<file path="src/rtl/tug_pkg.sv">
// Shared types for the push-ball match referee: FSM state encoding, winner codes
// and the width helper used to size the ball position register.
package tug_pkg;

    typedef enum logic [2:0] {
        IDLE       = 3'd0,
        COUNTDOWN  = 3'd1,
        PLAY       = 3'd2,
        POINT      = 3'd3,
        MATCH_OVER = 3'd4
    } state_t;

    typedef enum logic [1:0] {
        NONE  = 2'd0,
        LEFT  = 2'd1,
        RIGHT = 2'd2
    } winner_t;

    function automatic int clog2(input int value);
        int width;
        width = 1;
        for (int i = 1; i < 31; i++) begin
            if ((1 << i) < value) begin
                width = i + 1;
            end
        end
        return width;
    endfunction

endpackage

</file>
<file path="src/rtl/tug_tick_gen.sv">
// Free-running game tick divider: pulses tick for one clock out of every
// TICK_CYCLES, starting from zero at reset.
module tug_tick_gen
    import tug_pkg::*;
#(
    parameter int TICK_CYCLES = 500000
) (
    input  logic CLOCK_50,
    input  logic RESET_N,
    output logic tick
);

    localparam int DW = clog2(TICK_CYCLES);
    localparam logic [DW-1:0] LAST = DW'(TICK_CYCLES - 1);

    logic [DW-1:0] divider;

    always_ff @(posedge CLOCK_50 or negedge RESET_N) begin
        if (!RESET_N) begin
            divider <= '0;
        end else if (divider == LAST) begin
            divider <= '0;
        end else begin
            divider <= divider + 1'b1;
        end
    end

    assign tick = (divider == LAST);

endmodule

</file>
<file path="src/rtl/tug_match_ctrl.sv">
// Match referee for the push-ball LED game: countdown, arbitrated moves, wall
// scoring with a flashing point display, re-serve and best-of-N match end.
module tug_match_ctrl
    import tug_pkg::*;
#(
    parameter int N_LEDS          = 10,
    parameter int CENTER          = 4,
    parameter int WIN_POINTS      = 3,
    parameter int TICK_CYCLES     = 500000,
    parameter int COUNTDOWN_TICKS = 300,
    parameter int FLASH_TICKS     = 100
) (
    input  logic              CLOCK_50,
    input  logic              RESET_N,
    input  logic              start,
    input  logic              push_left,
    input  logic              push_right,
    output logic [N_LEDS-1:0] LEDG,
    output logic [3:0]        score_left,
    output logic [3:0]        score_right,
    output logic [2:0]        state,
    output logic [1:0]        winner
);

    localparam int PW = clog2(N_LEDS);
    localparam logic [PW-1:0]     POS_CENTER = PW'(CENTER);
    localparam logic [PW-1:0]     POS_LAST   = PW'(N_LEDS - 1);
    localparam logic [3:0]        WIN_SCORE  = 4'(WIN_POINTS);
    localparam logic [15:0]       CD_LAST    = 16'(COUNTDOWN_TICKS - 1);
    localparam logic [15:0]       FL_LAST    = 16'(FLASH_TICKS - 1);
    localparam logic [N_LEDS-1:0] LED_ONE    = N_LEDS'(1);
    localparam logic [N_LEDS-1:0] CENTER_LED = LED_ONE << CENTER;

    state_t            cur_state, nxt_state;
    winner_t           cur_winner, nxt_winner;
    logic [PW-1:0]     pos, nxt_pos, moved_pos;
    logic [3:0]        nxt_score_left, nxt_score_right;
    logic [15:0]       tick_cnt;
    logic [N_LEDS-1:0] nxt_ledg, pos_led;
    logic              tick;

    tug_tick_gen #(.TICK_CYCLES(TICK_CYCLES)) u_tick_gen (
        .CLOCK_50 (CLOCK_50),
        .RESET_N  (RESET_N),
        .tick     (tick)
    );

    // tick_cnt restarts whenever the FSM changes state, so each phase times itself
    always_ff @(posedge CLOCK_50 or negedge RESET_N) begin
        if (!RESET_N) begin
            cur_state   <= IDLE;
            cur_winner  <= NONE;
            pos         <= POS_CENTER;
            score_left  <= '0;
            score_right <= '0;
            tick_cnt    <= '0;
            LEDG        <= CENTER_LED;
        end else begin
            cur_state   <= nxt_state;
            cur_winner  <= nxt_winner;
            pos         <= nxt_pos;
            score_left  <= nxt_score_left;
            score_right <= nxt_score_right;
            LEDG        <= nxt_ledg;
            if (nxt_state != cur_state) begin
                tick_cnt <= '0;
            end else if (tick) begin
                tick_cnt <= tick_cnt + 1'b1;
            end
        end
    end

    always_comb begin
        nxt_state       = cur_state;
        nxt_winner      = cur_winner;
        nxt_pos         = pos;
        nxt_score_left  = score_left;
        nxt_score_right = score_right;
        moved_pos       = pos;
        if (push_right && !push_left && pos != POS_LAST) begin
            moved_pos = pos + 1'b1;
        end else if (push_left && !push_right && pos != '0) begin
            moved_pos = pos - 1'b1;
        end
        case (cur_state)
            IDLE, MATCH_OVER: begin
                if (start) begin
                    nxt_state       = COUNTDOWN;
                    nxt_winner      = NONE;
                    nxt_pos         = POS_CENTER;
                    nxt_score_left  = '0;
                    nxt_score_right = '0;
                end
            end
            COUNTDOWN: begin
                if (tick && tick_cnt == CD_LAST) begin
                    nxt_state = PLAY;
                end
            end
            PLAY: begin
                nxt_pos = moved_pos;
                if (moved_pos != pos && moved_pos == POS_LAST) begin
                    nxt_state = POINT;
                    if (score_right < WIN_SCORE) begin
                        nxt_score_right = score_right + 4'd1;
                    end
                end else if (moved_pos != pos && moved_pos == '0) begin
                    nxt_state = POINT;
                    if (score_left < WIN_SCORE) begin
                        nxt_score_left = score_left + 4'd1;
                    end
                end
            end
            POINT: begin
                // The ball is still parked at the scorer's wall, which identifies the scorer
                if (tick && tick_cnt == FL_LAST) begin
                    if (pos == '0 && score_left == WIN_SCORE) begin
                        nxt_winner = LEFT;
                        nxt_state  = MATCH_OVER;
                    end else if (pos == POS_LAST && score_right == WIN_SCORE) begin
                        nxt_winner = RIGHT;
                        nxt_state  = MATCH_OVER;
                    end else begin
                        nxt_pos   = POS_CENTER;
                        nxt_state = COUNTDOWN;
                    end
                end
            end
            default: nxt_state = IDLE;
        endcase
    end

    assign pos_led = LED_ONE << pos;

    always_comb begin
        nxt_ledg = '0;
        case (cur_state)
            COUNTDOWN: nxt_ledg = CENTER_LED;
            POINT: begin
                if (!tick_cnt[0]) begin
                    nxt_ledg = pos_led;
                end
            end
            MATCH_OVER: begin
                for (int i = 0; i < N_LEDS; i++) begin
                    nxt_ledg[i] = (cur_winner == LEFT)  ? (i <= CENTER) :
                                  (cur_winner == RIGHT) ? (i >= CENTER) : 1'b0;
                end
            end
            default: nxt_ledg = pos_led;
        endcase
    end

    assign state  = cur_state;
    assign winner = cur_winner;

endmodule

</file>
<file path="config.mk">
export PLATFORM = sky130hd
export DESIGN_NAME = tug_match_ctrl
export DESIGN_NICKNAME = d
export VERILOG_FILES = /design/src/rtl/tug_pkg.sv /design/src/rtl/tug_tick_gen.sv /design/src/rtl/tug_match_ctrl.sv
export SDC_FILE = /design/constraint.sdc
export NUM_CORES = 1
export LEC_CHECK = 0
export ABC_AREA = 1
export CORE_MARGIN = 1
export CORE_UTILIZATION = 53
export CTS_CLUSTER_SIZE = 10
export DETAILED_ROUTE_END_ITERATION = 8
export PLACE_DENSITY_LB_ADDON = 0.25
export SYNTH_ARGS = -nofsm -noshare
export SYNTH_HDL_FRONTEND = slang
export SYNTH_SLANG_ARGS = --single-unit
</file>
<file path="constraint.sdc">
create_clock -name CLOCK_50 -period 2 [get_ports CLOCK_50]
set_input_delay 0.4 -clock CLOCK_50 [delete_from_list [all_inputs] [get_ports CLOCK_50]]
set_output_delay 0.4 -clock CLOCK_50 [all_outputs]
set_load 0.1 [all_outputs]
</file>
==> results of run 1 <==
-- per-stage QoR --
step | setup TNS, ns | setup slack, ns | hold WS [ns] | instances
6_report | -4.68 | -0.238 | 0.0580 | 626
5_1_grt | -6.68 | -0.294 | 0.0799 | 626
4_1_cts | -1.61 | -0.117 | 0.0737 | 622
3_5_place_dp | -6.90 | -0.318 | 0.438 | 594
3_3_place_gp | -5.44 | -0.264 | 0.434 | 594
2_1_floorplan | 0 | 0.00317 | 0.104 | 435
-- metal layers --
metal | up-vias | global-route usage (%) | part of all wire (%)
met5 | - | 0 | 0
met1 | 1563 | 34.3 | 42
met3 | 30 | 4.72 | 6.4
li1 | 1603 | - | -
met4 | 0 | 10.7 | 3.2
met2 | 134 | 44.0 | 48
-- flip-flops by register name (all words and copies together), names as in the netlist --
| register | count |
|---|---|
| winner | 2 |
| score_left | 4 |
| score_right | 4 |
| pos | 4 |
| LEDG | 10 |
| state | 3 |
| u_tick_gen.divider | 19 |
| tick_cnt | 16 |
-- kinds of logic after synthesis --
family	after synthesis	share of synthesized area (%)
fa+ha+maj	13	4.54
flops	62	43.4
buf+inv	77	8.80
xor+xnor	15	3.67
simple gates	223	32.4
compound gates	44	6.98
mux	1	0.279
-- timing repair --
action / CTS / global route
setup buffers: 12 / 4
pin swaps: 14 / 22
setup endpoints to repair: 26 / 36
resized for setup: 21 / 42
-- power groups by stage --
stage               Sequential (W)  Clock (W)  Combinational, W
floorplan                  0.00136          0         0.0000324
global placement           0.00129          0          0.000162
detailed placement         0.00130          0          0.000164
CTS                        0.00127    0.00139          0.000168
global route               0.00127    0.00146          0.000192
finish                     0.00127    0.00139          0.000181
-- layout make-up --
cell class | count | area [sq um]
clock buffers | 13 | 159
clock inverters | 3 | 90.1
fillers | 412 | 1480
inverters | 74 | 285
multi-input cells | 296 | 1900
flip-flops and latches | 62 | 1570
well taps | 77 | 96.3
repair buffers | 101 | 835
-- worst paths after layout --
check / cells past startpoint / slack [ns] / to
setup / recovery: 19 / -0.24 / tick_cnt[11]$_DFFE_PN0P_
hold / removal: 2 / 0.06 / LEDG[7]$_DFF_PN0_
setup reg to reg: 19 / -0.24 / tick_cnt[11]$_DFFE_PN0P_
hold reg to reg: 1 / 0.48 / u_tick_gen.divider[18]$_DFF_PN0_
max in group asynchronous: 2 / 1.64 / score_left[2]$_DFFE_PN0P_
min in group CLOCK_50: 1 / 0.48 / u_tick_gen.divider[18]$_DFF_PN0_
-- cells in the mapped netlist (all sizes together) --
cell type / number
nand2: 92
inv: 73
nor2: 68
dfrtp: 60
nand3: 32
o21ai: 24
nand4: 15
xor2: 14
ha: 13
a21oi: 9
nor3: 9
a31oi: 3
buf: 3
nor4: 3
o21a: 3
dfstp: 2
nand3b: 2
o22ai: 2
and3b: 1
clkinv: 1
mux2i: 1
o21bai: 1
o221ai: 1
o31ai: 1
or2: 1
xnor2: 1
==> metrics.yaml, run 1 <==
global_routing:
  grt_usage_pct: 26.4
  grt_max_degree: 63
  grt_pass1_wl_microns: 14800
  antenna_found_initial: 0
  grt_pass1_vias: 3221
  grt-ovfl-total: 0
synth:
  synthCells: 435
  netlist.area_leader.share_pct: 41.9
  synth_area_leaders: "dfrtp_1 42%, nand2_1 8.6%, inv_1 7.0%, nor2_1 5.3%, ha_1 4.5%"
  synthDistinctLibCells: 40
  netlist_area_sq_mm: 0.00358
  synth-seq-cells: 62
  synth_area_per_cell_sq_um: 8.24
  synth-seq-area-share_pct: 43.4
  yosysWarnings: 0
  synth_area_leader_cell: "dfrtp_1"
  syn_nets: 453
power:
  p_comb_share_pct: 6.4
  power_switching_w: 0.000630
  ir_worst_vdd_mv: 0.491
  leakage_nw: 2.46
  swShare_pct: 22.1
  finalPower_w: 0.00284
  p_int_w: 0.00221
  power.density_mw_per_mm2: 576
  clkPwrFrac_pct: 48.9
  seqPwrFrac_pct: 44.7
detailed_routing:
  drt_iter0_drc: 242
  drc_errors: 6
  num_vias: 3330
  drt-wirelength-per-cell_microns: 14.6
  wirelength_microns: 9120
  via_per_inst: 5.32
  first_pass_iters: 7
  antenna_left: 0
critical_path:
  cp.required_ns: 2.22
  critical_path.startpoint: "pos[1]$_DFFE_PN0P_"
  slowest_stage: "dfrtp_2"
  rr_startpoint: "pos[1]$_DFFE_PN0P_"
  cpPeakStageDelay_ns: 0.44
  path_max_fanout: 6
  worst_ep_arrival_time_ns: 2.46
  critical_path.cell_chain: "inv_2 -> buf_6 -> ha_4 -> nand2_4 -> nand2_4 -> inv_4 -> nand2_2 -> nand2_1 -> nand2_1 -> nand2_2 -> nor2_2 -> nand3_2 -> nand2_2 -> nand2_2 -> nand3_2 -> nand2_2 -> nand2_4 -> buf_12 -> nor2_4"
  end_kind: "register"
  critical_path.most_common_cell: "nand2_2"
  cp.buffers_inverters: 4
  critPathLaunchType: "register"
  crit_type: "register to register"
  path_delay_family: "simple AND/OR/NAND/NOR gates"
placed_design:
  gp_congestion: 0.881
  hpwl_microns: 5680
  io_buffers: 27
  post_dp_cell_area_sq_mm: 0.00436
clock_tree:
  clock-sinks: 62
  root_buffer: "clkbuf_8"
  cts_tree: "done"
  hold_buffers: 0
  cts_buffers: 9
  clkTransAtPathRegs_ns: 0.07
  clock_latency_ns: 0.34
  htreeDepth: 3
  clk_path_buf_depth: 2
sta:
  report.final.setup_viol: 24
  fmax_mhz: 447
  skew_ns: 0.00657
  relSlewSlack_pct: 72.7
  rsz0062_at_grt: "true"
  maxSlewViolCount: 0
  fin_crit_sh_pct: 112
  finalHoldViolCount: 0
  layout_min_cycle_time_ns: 2.24
  finalWorstSetupSlack_ns: -0.238
  tightest_slew_ns: 0.407
cells_and_area:
  drive_above_1_share_pct: 37.7
  final_util_pct: 76.9
  layout.nets: 562
  final_common_cell: "buf_4"
  antenna_cells: 0
  final_design_area_no_fill_sq_mm: 0.00494
  synthToLayoutAreaGrowth_pct: 37.8
  layout_common_cells: "85 x buf_4, 72 x nand2_1, 63 x inv_1, 49 x dfrtp_1, 43 x nor2_1"
job:
  maxCapViolCount: 0
min_path:
  hold_class: "input pin to asynchronous set/reset pin"
die:
  rows: 29
  die_w_microns: 84.2
  core_sq_mm: 0.00642
  start_util_pct: 55.8
  fp.dieH_microns: 84.2
  die_area_sq_mm: 0.00710
  io_pins: 28
run_status:
  violations: "DRC, setup timing"
  status: "complete, but fails checks"
(Power assumes the default switching activity.)
==> inputs of run 2 (changes only) <==
--- a/config.mk
+++ b/config.mk
@@ -8,7 +8,6 @@
 export ABC_AREA = 1
 export CORE_MARGIN = 1
 export CORE_UTILIZATION = 53
-export CTS_CLUSTER_SIZE = 10
 export DETAILED_ROUTE_END_ITERATION = 8
 export PLACE_DENSITY_LB_ADDON = 0.25
 export SYNTH_ARGS = -nofsm -noshare
==> results of run 2 <==
Final layout, timing and power as in run 1 (identical DEF).
